==> config.mk <==
export PLATFORM = sky130hd
export DESIGN_NAME = branch_resolution_unit
export DESIGN_NICKNAME = d
export VERILOG_FILES = /design/src/rtl/branch_resolution_unit_pkg.sv /design/src/rtl/branch_resolution_unit_fifo.sv /design/src/rtl/branch_resolution_unit.sv
export SDC_FILE = /design/constraint.sdc
export NUM_CORES = 1
export LEC_CHECK = 0
export ABC_AREA = 1
export BUFFER_PORTS_ARGS = -buffer_cell sky130_fd_sc_hd__buf_2
export CORE_MARGIN = 2
export CORE_UTILIZATION = 35
export DETAILED_ROUTE_END_ITERATION = 16
export GPL_TIMING_DRIVEN = 1
export PLACE_DENSITY_LB_ADDON = 0.1
export SYNTH_ARGS = -nofsm -noshare
export SYNTH_HDL_FRONTEND = slang
export SYNTH_HIERARCHICAL = 1
export SYNTH_SLANG_ARGS = --single-unit
==> constraint.sdc <==
create_clock -name clk -period 4.57 [get_ports clk]
set_clock_uncertainty 0.2 [all_clocks]
set_input_delay 0.6855 -clock clk [delete_from_list [all_inputs] [get_ports clk]]
set_output_delay 0.6855 -clock clk [all_outputs]
set_load 0.02 [all_outputs]
==> src/rtl/branch_resolution_unit_pkg.sv <==
// Shared definitions for the branch resolution unit: address widths,
// the layout of an in-flight branch entry, FIFO control states and the
// sequential fall-through helper.
package branch_resolution_unit_pkg;

    localparam int ADDR_W     = 32;
    localparam int INST_BYTES = 4;
    localparam int ENTRY_W    = 2 * ADDR_W + 1;

    // Entry layout, MSB first: branch PC, predicted direction, predicted target
    typedef struct packed {
        logic [ADDR_W-1:0] pc;
        logic              predTaken;
        logic [ADDR_W-1:0] predTarget;
    } bru_entry_t;

    typedef enum logic [1:0] {
        FIFO_EMPTY,
        FIFO_PARTIAL,
        FIFO_FULL
    } fifo_state_t;

    // Address of the instruction following a branch (wraps modulo 2^ADDR_W)
    function automatic logic [ADDR_W-1:0] fallThrough(input logic [ADDR_W-1:0] pc);
        return pc + ADDR_W'(INST_BYTES);
    endfunction

endpackage

==> src/rtl/branch_resolution_unit_fifo.sv <==
// Circular queue of in-flight branch entries. The head is visible
// combinationally so EXEC can compare against it in the same cycle it pops.
// Full/empty come from a small registered state machine; a clear request
// empties the queue and takes priority over any push.
module bru_fifo
    import branch_resolution_unit_pkg::*;
#(
    parameter int DEPTH = 4
) (
    input  logic               clk,
    input  logic               rst_n,
    input  logic               i_push,
    input  logic               i_pop,
    input  logic               i_clear,
    input  logic [ENTRY_W-1:0] i_wdata,
    output logic [ENTRY_W-1:0] o_head,
    output logic               o_full,
    output logic               o_empty
);

    localparam int PTR_W    = $clog2(DEPTH);
    localparam int CNT_BITS = $clog2(DEPTH + 1);
    localparam logic [CNT_BITS-1:0] FULL_COUNT = CNT_BITS'(DEPTH);

    logic [ENTRY_W-1:0]  r_mem [DEPTH];
    logic [PTR_W-1:0]    r_rdPtr;
    logic [PTR_W-1:0]    r_wrPtr;
    logic [CNT_BITS-1:0] r_count;
    fifo_state_t         r_state;
    logic [CNT_BITS-1:0] w_countNext;

    // Occupancy after this cycle's push/pop (clear handled in the sequential block)
    always_comb begin
        w_countNext = r_count;
        case ({i_push, i_pop})
            2'b10:   w_countNext = r_count + 1'b1;
            2'b01:   w_countNext = r_count - 1'b1;
            default: w_countNext = r_count;
        endcase
    end

    // Entry storage; a push on a full queue with a pop reuses the slot just read
    always_ff @(posedge clk) begin
        if (i_push) begin
            r_mem[r_wrPtr] <= i_wdata;
        end
    end

    // Pointer, count and EMPTY/PARTIAL/FULL state machine
    always_ff @(posedge clk) begin
        if (!rst_n) begin
            r_rdPtr <= '0;
            r_wrPtr <= '0;
            r_count <= '0;
            r_state <= FIFO_EMPTY;
        end else if (i_clear) begin
            r_rdPtr <= '0;
            r_wrPtr <= '0;
            r_count <= '0;
            r_state <= FIFO_EMPTY;
        end else begin
            if (i_push) begin
                r_wrPtr <= r_wrPtr + 1'b1;
            end
            if (i_pop) begin
                r_rdPtr <= r_rdPtr + 1'b1;
            end
            r_count <= w_countNext;
            case (r_state)
                FIFO_EMPTY,
                FIFO_PARTIAL,
                FIFO_FULL: begin
                    if (w_countNext == '0) begin
                        r_state <= FIFO_EMPTY;
                    end else if (w_countNext == FULL_COUNT) begin
                        r_state <= FIFO_FULL;
                    end else begin
                        r_state <= FIFO_PARTIAL;
                    end
                end
                default: r_state <= FIFO_EMPTY;
            endcase
        end
    end

    assign o_head  = r_mem[r_rdPtr];
    assign o_full  = (r_state == FIFO_FULL);
    assign o_empty = (r_state == FIFO_EMPTY);

endmodule

==> src/rtl/branch_resolution_unit.sv <==
// Branch resolution unit: remembers each prediction as its branch leaves
// DECODE, checks it against the real outcome in EXEC, and produces the
// predictor training feedback plus the fetch redirect on a misprediction.
// A misprediction discards every younger queued branch (they are wrong-path).
module branch_resolution_unit
    import branch_resolution_unit_pkg::*;
#(
    parameter int DEPTH = 4,
    parameter int CNT_W = 16
) (
    input  logic              clk,
    input  logic              rst_n,
    input  logic              d_is_branch,
    input  logic [ADDR_W-1:0] d_pc,
    input  logic              d_pred_taken,
    input  logic [ADDR_W-1:0] d_pred_target,
    input  logic              x_resolve,
    input  logic              x_taken,
    input  logic [ADDR_W-1:0] x_target,
    input  logic              flush,
    output logic              d_stall,
    output logic              x_predict_res,
    output logic              fb_valid,
    output logic [ADDR_W-1:0] fb_pc,
    output logic [ADDR_W-1:0] fb_target,
    output logic              redirect_valid,
    output logic [ADDR_W-1:0] redirect_pc,
    output logic              orphan_err,
    output logic [CNT_W-1:0]  resolved_cnt,
    output logic [CNT_W-1:0]  mispred_cnt
);

    logic [ENTRY_W-1:0] w_headRaw;
    bru_entry_t         w_head;
    bru_entry_t         w_newEntry;
    logic               w_full;
    logic               w_empty;
    logic               w_predWrong;
    logic               w_pop;
    logic               w_mispredict;
    logic               w_push;
    logic               w_clear;
    logic [ADDR_W-1:0]  w_actualNext;

    logic               r_fbValid;
    logic               r_predictRes;
    logic [ADDR_W-1:0]  r_fbPc;
    logic [ADDR_W-1:0]  r_fbTarget;
    logic               r_redirectValid;
    logic [ADDR_W-1:0]  r_redirectPc;
    logic               r_orphanErr;
    logic [CNT_W-1:0]   r_resolvedCnt;
    logic [CNT_W-1:0]   r_mispredCnt;

    assign w_head = bru_entry_t'(w_headRaw);

    // Compare the oldest prediction against the real outcome and decide push/pop/clear
    always_comb begin
        w_newEntry            = '0;
        w_newEntry.pc         = d_pc;
        w_newEntry.predTaken  = d_pred_taken;
        w_newEntry.predTarget = d_pred_target;

        w_predWrong  = (w_head.predTaken != x_taken) |
                       (x_taken & w_head.predTaken & (w_head.predTarget != x_target));
        w_pop        = x_resolve & ~w_empty;
        w_mispredict = w_pop & w_predWrong;
        d_stall      = w_full & ~(x_resolve & ~w_predWrong);
        w_push       = d_is_branch & ~d_stall & ~flush & ~w_mispredict;
        w_clear      = flush | w_mispredict;
        w_actualNext = x_taken ? x_target : fallThrough(w_head.pc);
    end

    bru_fifo #(
        .DEPTH (DEPTH)
    ) u_fifo (
        .clk     (clk),
        .rst_n   (rst_n),
        .i_push  (w_push),
        .i_pop   (w_pop),
        .i_clear (w_clear),
        .i_wdata (w_newEntry),
        .o_head  (w_headRaw),
        .o_full  (w_full),
        .o_empty (w_empty)
    );

    // One-cycle feedback/redirect pulses, sticky orphan flag and saturating statistics
    always_ff @(posedge clk) begin
        if (!rst_n) begin
            r_fbValid       <= 1'b0;
            r_predictRes    <= 1'b0;
            r_fbPc          <= '0;
            r_fbTarget      <= '0;
            r_redirectValid <= 1'b0;
            r_redirectPc    <= '0;
            r_orphanErr     <= 1'b0;
            r_resolvedCnt   <= '0;
            r_mispredCnt    <= '0;
        end else begin
            r_fbValid       <= w_pop;
            r_predictRes    <= w_pop ? x_taken : 1'b0;
            r_fbPc          <= w_pop ? w_head.pc : '0;
            r_fbTarget      <= w_pop ? w_actualNext : '0;
            r_redirectValid <= w_mispredict & ~flush;
            r_redirectPc    <= (w_mispredict & ~flush) ? w_actualNext : '0;
            if (x_resolve & w_empty) begin
                r_orphanErr <= 1'b1;
            end
            if (w_pop && (r_resolvedCnt != '1)) begin
                r_resolvedCnt <= r_resolvedCnt + 1'b1;
            end
            if (w_mispredict && (r_mispredCnt != '1)) begin
                r_mispredCnt <= r_mispredCnt + 1'b1;
            end
        end
    end

    assign fb_valid       = r_fbValid;
    assign x_predict_res  = r_predictRes;
    assign fb_pc          = r_fbPc;
    assign fb_target      = r_fbTarget;
    assign redirect_valid = r_redirectValid;
    assign redirect_pc    = r_redirectPc;
    assign orphan_err     = r_orphanErr;
    assign resolved_cnt   = r_resolvedCnt;
    assign mispred_cnt    = r_mispredCnt;

endmodule

==> Word level (Yosys, flattened, before mapping) <==
Memories as Yosys holds them, arrays and structs flattened. A register that Yosys moved wholly into a read port is not among the register bits.
Cells that the tools add are included.
{ "word_totals": {"ff_bits": 141, "ramBits": 260, "mem_count": 1, "rom_bits": 0, "latch_bits": 0, "out_inout_bits": 133} }
{ "mem_list": {"columns": ["name", "words", "width", "read_ports", "rd_ports_with_merged_regs", "wr", "line", "text"], "rows": [
  ["u_fifo.r_mem", 4, 65, 1, 1, 1, "branch_resolution_unit_fifo.sv:25", "logic [ENTRY_W-1:0] r_mem [DEPTH];"]
]} }
{ "op_classes": {"magnitude_cmp": 0, "n_reduce_logical": 9, "eq_ne": 9, "n_addsub": 7, "mux": 7, "n_bitwise": 21, "n_div": 0, "n_shift": 0, "multipliers": 0} }
{ "op_table": {"columns": ["op", "n"], "rows": [
  ["16-bit by 1-bit adder with 16-bit output (second input constant)", 2],
  ["32-bit by 3-bit adder with 32-bit output (second input constant)", 1],
  ["32-bit 2-to-1 mux", 1],
  ["16-bit inequality test (second input constant)", 2],
  ["32-bit inequality test", 1],
  ["1-bit bitwise AND", 11],
  ["1-bit inverter", 8],
  ["2-bit 2-to-1 mux", 3],
  ["3-bit case mux with 2 select lines", 1],
  ["2-bit by 1-bit adder with 2-bit output (second input constant)", 2],
  ["2-bit by 1-bit == test with 1-bit output (second input constant)", 2],
  ["2-bit == test (second input constant)", 2],
  ["2-bit AND reduction", 2],
  ["4-bit OR reduction", 1],
  ["3-bit by 1-bit adder with 3-bit output (second input constant)", 1],
  ["3-bit == test (second input constant)", 1],
  ["3-bit zero test", 1],
  ["3-bit OR reduction", 1],
  ["3-bit by 1-bit subtractor with 3-bit output (second input constant)", 1],
  ["1-bit logical AND", 2],
  ["2-bit zero test", 1],
  ["1-bit 2-to-1 mux", 2],
  ["1-bit bitwise OR", 2],
  ["2-bit OR reduction", 1],
  ["1-bit inequality test", 1]
]} }

==> Longest topological paths before layout <==
Gate-level depths: netlist of the first run.
{ "depth": {"depth_word": 15, "mapped_depth": 29, "mapped_depth_nobuf": 25} }

==> Modules after synthesis <==
The synthesis of the first run kept the hierarchy.
{ "by_module_without_submodules": {"columns": ["module", "area_per_inst_um2", "n_inst", "cells_per_inst", "seq_area_each_um2"], "rows": [
  ["bru_fifo", 10497.6, 1, 700, 8027.7],
  ["branch_resolution_unit", 5853.1, 1, 825, 2642.5]
]} }

==> Worst setup path after synthesis of the first run <==
OpenSTA, ideal clock, no wires.
{ "synth_path": {"kind": "reg-to-reg", "start": "register (tool-made name)", "end": "memory u_fifo/r_mem[0][0] in the netlist's numbering, enable pin", "arrival_ns": 3.567, "synth_period_minus_slack_ns": 4.186, "setup_slack_ns": 0.384, "n_path_buf": 4, "path_stages_with_launch": 21, "cell_sequence": "dfxtp_1 > buf_6 > inv_6 > buf_12 > buf_12 > nor2_4 > o22ai_2 > xnor2_1 > nand2_1 > nor2_1 > nand2_1 > nor2_1 > nand2_1 > nand2_1 > nand2_1 > buf_2 > o21ai_0 > nand2_1 > nor2_1 > nand2_1 > inv_1"} }
{ "synth_lines": {"columns": ["element", "line"], "rows": [
  ["end: declaration", "branch_resolution_unit_fifo.sv:25"]
]} }

==> summary.txt, run 1 <==
Run status
  – Status: finished clean

Setup path
  – Reg2reg path depth: 24
  – CP Max Fanout: 29
  – Crit path to: u_fifo/r_state[1]$_SDFF_PP0_
  – Startpoint types: flop
  – Crit. End Element: flop
  – Worst EP arrival: 4.38 ns
  – Required @ worst endpoint: 4.83 ns
  – Worst R2R End: u_fifo/r_state[1]$_SDFF_PP0_
  – Reg2Reg Setup Slack: 0.45 ns
  – CP Class: reg -> reg

Hold path
  – Min-delay worst type: in -> reg

Global route
  – Gr ovfl total: 0
  – Vias in the first global route: 11,200
  – Largest net degree at the start of global routing: 66
  – GRT Overall Usage: 19.4%
  – Antenna violations before repair: 6
  – First-pass GRT wire length: 69.4 mm

Detailed routing
  – Routed WL per cell: 19.5 um
  – Drt pass-1 iters: 5
  – DRC Markers: 0
  – Final wirelength: 47.1 mm
  – Vias after detailed routing: 11,600
  – ANT nets after route: 0
  – Drt via density: 4.81
  – Starting DRT DRC Count: 662

Floorplanning
  – IO Count: 236
  – Horiz. Die Dim: 220 um
  – Die area: 0.0485 mm^2
  – Chip Height: 220 um
  – Rows: 79
  – Core area: 0.0464 mm^2
  – Initial Util: 35.3%

Run
  – Max-cap viol count: 0

Logic synthesis
  – Netlist Area Pre-Place: 0.0164 mm^2
  – Syn. warnings: 6
  – Syn Inst Count: 1,525
  – Asr flop ratio synth: 0%
  – Prevailing post-synth register cell: edfxtp_1
  – Synth cell types: 47
  – Post-synth EDFFs: 260
  – Flops & latches, synth: 403
  – Syn Area/Cell: 10.7 um^2
  – Post-synthesis sequential area ratio: 65.3%
  – Syn nets: 1,638

Timing
  – Hold slack: 0.140 ns
  – Unrepaired setup endpoints after global routing: false
  – Least-Margin Pin Slew: 0.962 ns
  – Slew headroom: 35.9%
  – Slew Limit Fails: 0
  – Final sum of negative setup slack: 0 ns
  – Tmin final: 4.12 ns
  – Final hold violations: 0
  – Final setup viols: 0
  – Maximum operating frequency: 243 MHz
  – Final worst-path cycle share: 90.2%

Power
  – Worst vdd rail ir drop: 0.000251 V
  – Power Dens Cells: 399 mW/mm^2
  – Leak pwr: 7.89 nW

Clock network
  – Clock sink total: 403
  – CTS tree: yes
  – Clock Path Buffers: 3
  – CTS H-tree lvls: 2
  – Clk Latency, worst-skew pair: 0.57 ns
  – Total CTS buffers: 44
  – Hold Buf Count CTS: 0
  – Clk root buf: clkbuf_16
  – Worst-path clk slew: 0.06 ns

Placed design
  – Port buffer count: 235
  – DPL Wire Length: 32.1 mm
  – Gp weighted congestion: 0.851

Cells and area
  – Commonest cells after routing, fill and taps aside: nor2_1 (283), edfxtp_1 (260), buf_2 (235), nand2_1 (176), dfxtp_1 (141)
  – # fillers: 4,516
  – Layout cells sized above 1: 22.7%
  – Commonest non-fill, non-tap cell in the layout: nor2_1
  – Area Overhead vs Synth: 19.9%
  – FF/Latch Area: 0.0107 mm^2
  – Multi-input logic area: 0.00475 mm^2
  – Final #Nets: 1,879
## where the power goes
group	switching, W	internal (W)
clock network	0.00141	0.00199
registers	0.0000173	0.00393
logic	0.000321	0.000140
total	0.00175	0.00607
## per-stage QoR
stage               std cells  cell area (um^2)  util [%]  worst slack, ns  total power, W
floorplan                1525             16400         -            0.384         0.00428
global placement         2327             18200      39.2            0.426         0.00449
detailed placement       2327             18200      39.2            0.340         0.00449
CTS                      2407             19600      42.2            0.314         0.00792
global route             2407             19600      42.2           0.0101         0.00811
finish                   2412             19600      42.3            0.449         0.00782
## final cells by class
cell class                      count  share of cell area, %
Antenna cell                        5                 0.0638
Clock buffer                       67                   6.53
Clock inverter                     13                  0.555
Inverter                          143                   2.76
Multi-Input combinational cell    912                   24.2
Sequential cell                   403                   54.5
Tap cell                          607                   3.88
Timing Repair Buffer              262                   7.50
## Yosys cell counts (3+ instances only)
master    number  area share (%)
nand3_1       35             1.1
o21ai_0      121             3.7
nor4_1         5            0.19
nor3_1        19            0.58
nand2_2        4            0.15
buf_12         3            0.37
nor2_2         8            0.31
o21ai_2        5            0.27
nor2_1       285             6.5
a21oi_1       14            0.43
xor2_1         8            0.43
o21a_1         4            0.18
nor2_4        24             1.7
o21ai_1       47             1.4
o22ai_2       20             1.5
mux2i_1        5            0.31
ha_1           9            0.69
buf_2         21            0.64
inv_1        139             3.2
o22ai_1       48             1.8
dfxtp_1      143              18
buf_6          8            0.55
nand2_1      177             4.1
nor3_2         3            0.18
clkbuf_1      31            0.71
a31oi_1        4            0.15
xnor2_1       23             1.2
nand4_1       26            0.99
edfxtp_1     260              48
## flip-flops by register name, indices dropped and copies added, names as in the netlist, 2 cells and up, named ones only
register and cells:
redirect_pc 32, u_fifo/r_state 2, fb_pc 32, fb_target 32, u_fifo/r_mem 260, u_fifo/r_rdPtr 2, mispred_cnt 16, u_fifo/r_wrPtr 2
resolved_cnt 16, u_fifo/r_count 3
## worst min-delay path by stage
stage                                       startpoint                             to  slack, ns  cells after the start
final                                d_pred_target[13]  u_fifo/r_mem[1][13]$_DFFE_PP_       0.14                      1
after global placement    resolved_cnt[0]$_SDFFE_PN0P_   resolved_cnt[0]$_SDFFE_PN0P_       0.27                      1
after floorplan           u_fifo/r_count[2]$_SDFF_PP0_   u_fifo/r_state[1]$_SDFF_PP0_       0.26                      2
after CTS                             d_pred_target[7]   u_fifo/r_mem[3][7]$_DFFE_PP_        0.1                      1
after global routing                 d_pred_target[15]  u_fifo/r_mem[2][15]$_DFFE_PP_       0.12                      1
after detailed placement  resolved_cnt[0]$_SDFFE_PN0P_   resolved_cnt[0]$_SDFFE_PN0P_       0.28                      1
## per-layer routing
layer	GRT usage, %	vias to the layer above	share of wire [%]
met1	26.9	5550	46
met2	30.1	315	45
li1	-	5679	-
met5	0	-	0.0085
met4	6.20	2	2.3
met3	4.40	61	6.7
## critical path, cell delays in order, from the launching register on
cell and delay (ns):
dfxtp_4 0.42, inv_6 0.27, buf_4 0.30, nor2_1 0.07, o22ai_1 0.21, xnor2_1 0.16
nand2_1 0.07, nor2_1 0.13, nand2_1 0.07, nor2_1 0.09, nand2_1 0.06, nand2_1 0.06
nand2_1 0.12, buf_4 0.27, nand2_1 0.09, nand2_1 0.07, nor2_2 0.24, inv_1 0.13
ha_1 0.22, inv_1 0.08, fa_1 0.40, nand2_1 0.07, o21ai_1 0.08, nand3_1 0.08
a21oi_1 0.04
## logic make-up (layout without fill, tap and decap cells)
kind of cell	after synthesis	after routing	synth area share, %
simple gates	595	595	16.3
flops	403	403	65.3
compound gates	271	271	9.92
buf+inv	210	485	5.77
xor+xnor	31	31	1.66
fa+ha+maj	10	10	0.811
mux	5	5	0.306
other cells	0	5	0
## what timing repair did
| action | in CTS | in global routing |
|---|---|---|
| setup buffers | 0 | 0 |
| setup endpoints to repair | 0 | 5 |
| resized for setup | 0 | 2 |
(Power assumes the default switching activity.)
==> run 2: changes to the inputs <==
--- a/config.mk
+++ b/config.mk
@@ -14,2 +14,3 @@
 export PLACE_DENSITY_LB_ADDON = 0.1
+export SKIP_CTS_REPAIR_TIMING = 1
 export SYNTH_ARGS = -nofsm -noshare
==> constraint.sdc (replaced) <==
create_clock -name clk -period 4.57 [get_ports clk]
set_clock_uncertainty 0.2 [all_clocks]
set_input_delay 0.457 -clock clk [delete_from_list [all_inputs] [get_ports clk]]
set_output_delay 0.457 -clock clk [all_outputs]
set_load 0.02 [all_outputs]
==> run 2 against run 1 <==
  * Clock power barely moved
  * Via count rose by 2.1%
  * Sequential share of layout area fell by 1.8 points
  * Worst hold slack got worse by 0.10 ns
  * Sequential power is essentially flat
  * Final area rose by 3.3%
  * Highest routed layer unchanged
  * Non-clock buffer count grew 66
  * Largest power group unchanged
  * Final cell count increased by 2.7%
==> summary.txt, run 2 (same netlist as run 1, synthesis figures left out) <==
Run status
  – Status: finished clean

Clock network
  – Worst-path clk slew: 0.06 ns (about the same)
  – CTS tree: yes
  – Clock Path Buffers: 3 (unchanged)
  – Clock sink total: 403 (unchanged)
  – Clk root buf: clkbuf_16
  – CTS H-tree lvls: 2 (unchanged)
  – Clk Latency, worst-skew pair: 0.57 ns (about the same)
  – Total CTS buffers: 44 (unchanged)

Placed design
  – Port buffer count: 235 (unchanged)
  – Gp weighted congestion: 0.851 (unchanged)
  – Post-Place Setup Slack: 0.340 ns (unchanged)
  – DPL Wire Length: 32.1 mm (unchanged)

Timing
  – Final hold violations: 0 (unchanged)
  – Slew headroom: 36.3% (+0.44 points)
  – Setup WS post-layout: 0.423 ns (-0.0266 ns)
  – Least-Margin Pin Slew: 0.955 ns (-0.00658 ns)
  – Slew Limit Fails: 0 (unchanged)
  – Hold slack: 0.0352 ns (-0.104 ns)
  – Final sum of negative setup slack: 0 ns (unchanged)
  – Final worst-path cycle share: 90.8% (+0.58 points)
  – Maximum operating frequency: 241 MHz (-0.64%)
  – Tmin final: 4.15 ns (+0.0266 ns)
  – Final setup viols: 0 (unchanged)
  – Unrepaired setup endpoints after global routing: false

Power
  – Worst vdd rail ir drop: 0.000252 V (+0.49%)
  – Leak pwr: 8.17 nW (+3.5%)
  – Power Dens Cells: 388 mW/mm^2 (-2.6%)

Global route
  – Vias in the first global route: 11,200 (unchanged)
  – GRT Overall Usage: 19.4% (unchanged)
  – First-pass GRT wire length: 69.4 mm (unchanged)
  – Largest net degree at the start of global routing: 66 (unchanged)
  – Antenna violations before repair: 5 (-1)
  – Gr ovfl total: 0 (unchanged)

Cells and area
  – Final #Nets: 1,945 (+3.5%)
  – Layout cells sized above 1: 21.9% (-0.80 points)
  – Max FFs per register: 260 (unchanged)
  – Commonest cells after routing, fill and taps aside: nor2_1 (283), edfxtp_1 (260), buf_2 (235), nand2_1 (176), dfxtp_1 (141)
  – Area Overhead vs Synth: 23.9%
  – Commonest non-fill, non-tap cell in the layout: nor2_1
  – Most flop-heavy register: u_fifo/r_mem

Floorplanning
  – IO Count: 236 (unchanged)
  – Horiz. Die Dim: 220 um (unchanged)
  – Rows: 79 (unchanged)
  – Core area: 0.0464 mm^2 (unchanged)
  – Die area: 0.0485 mm^2 (unchanged)
  – Initial Util: 35.3% (unchanged)
  – Chip Height: 220 um (unchanged)

Detailed routing
  – Starting DRT DRC Count: 680 (+2.7%)
  – Routed WL per cell: 19.1 um (-2.1%)
  – Drt pass-1 iters: 5 (unchanged)
  – DRC Markers: 0 (unchanged)
  – ANT nets after route: 0 (unchanged)
  – Vias after detailed routing: 11,900 (+2.1%)
  – Drt via density: 4.79 (-0.50%)
  – Final wirelength: 47.3 mm (+0.46%)

Setup path
  – Worst R2R End: u_fifo/r_state[1]$_SDFF_PP0_
  – Reg2reg path depth: 24 (unchanged)
  – Startpoint types: flop
  – Required @ worst endpoint: 4.83 ns (about the same)
  – Worst EP arrival: 4.40 ns (+0.02 ns)
  – Reg2Reg Setup Slack: 0.42 ns (-0.03 ns)
  – CP Max Fanout: 29 (unchanged)
  – CP Class: reg -> reg
  – Crit. End Element: flop

Run
  – Max-cap viol count: 0 (unchanged)

Hold path
  – Hold-critical path depth: 3 (+2)
  – Min-delay worst type: in -> reg
  – Hold_sp: x_target[4]
  – Worst Hold Endpoint: fb_target[4]$_SDFF_PN0_
==> run 2: per-stage QoR <==
| stage | std cells | total power (W) | cell area, um^2 | util [%] |
|---|---|---|---|---|
| after floorplan | 1525 | 0.00428 | 16400 | - |
| after global placement | 2327 | 0.00449 | 18200 | 39.2 |
| after detailed placement | 2327 | 0.00449 | 18200 | 39.2 |
| after CTS | 2407 | 0.00792 | 19600 | 42.2 |
| after global routing | 2474 | 0.00816 | 20200 | 43.7 |
| final | 2476 | 0.00786 | 20300 | 43.7 |
==> run 2: routing by layer <==
layer | vias up | global-route usage (%) | part of all wire [%]
met5 | - | 0 | 0.027
met3 | 61 | 4.40 | 7.0
met1 | 5634 | 26.9 | 46
li1 | 5813 | - | -
met4 | 2 | 6.20 | 2.3
met2 | 346 | 30.1 | 45
==> run 2: worst max-delay path by stage <==
stage | from | endpoint | slack (ns) | cells past startpoint
after global placement | flop | redirect_pc[31]$_SDFF_PN0_ | 0.43 | 12
after global routing | flop | fb_target[31]$_SDFF_PN0_ | 0.01 | 12
final | flop | u_fifo/r_state[1]$_SDFF_PP0_ | 0.42 | 24
after CTS | flop | u_fifo/r_state[1]$_SDFF_PP0_ | 0.31 | 24
after detailed placement | flop | u_fifo/r_state[1]$_SDFF_PP0_ | 0.34 | 24
after floorplan | flop | u_fifo/r_mem[0][0]$_DFFE_PP_ | 0.38 | 20
==> run 2: critical path, cell delays in order (launching register included) <==
cell and delay [ns]:
dfxtp_4 0.42, inv_6 0.27, buf_4 0.30, nor2_1 0.07, o22ai_1 0.21, xnor2_1 0.16, nand2_1 0.07, nor2_1 0.15
nand2_1 0.07, nor2_1 0.09, nand2_1 0.06, nand2_1 0.06, nand2_1 0.12, buf_4 0.27, nand2_1 0.09, nand2_1 0.07
nor2_2 0.24, inv_1 0.13, ha_1 0.22, inv_1 0.08, fa_1 0.40, nand2_1 0.07, o21ai_1 0.08, nand3_1 0.08
a21oi_1 0.04
==> run 2: layout make-up <==
| cell class | count | area, um^2 |
|---|---|---|
| antenna | 3 | 7.51 |
| sequential | 403 | 10700 |
| timing repair buffer | 328 | 2130 |
| clock inverter | 13 | 109 |
| multi-input combinational | 912 | 4750 |
| fill | 4484 | 26100 |
| inverter | 143 | 542 |
| tap | 607 | 759 |
| clock buffer | 67 | 1280 |
==> run 2: power by group <==
group / leakage (nW) / internal [W] / switching [W]
registers: 3.52 / 0.00393 / 0.0000172
clock network: 0.675 / 0.00199 / 0.00141
logic: 3.98 / 0.000177 / 0.000333
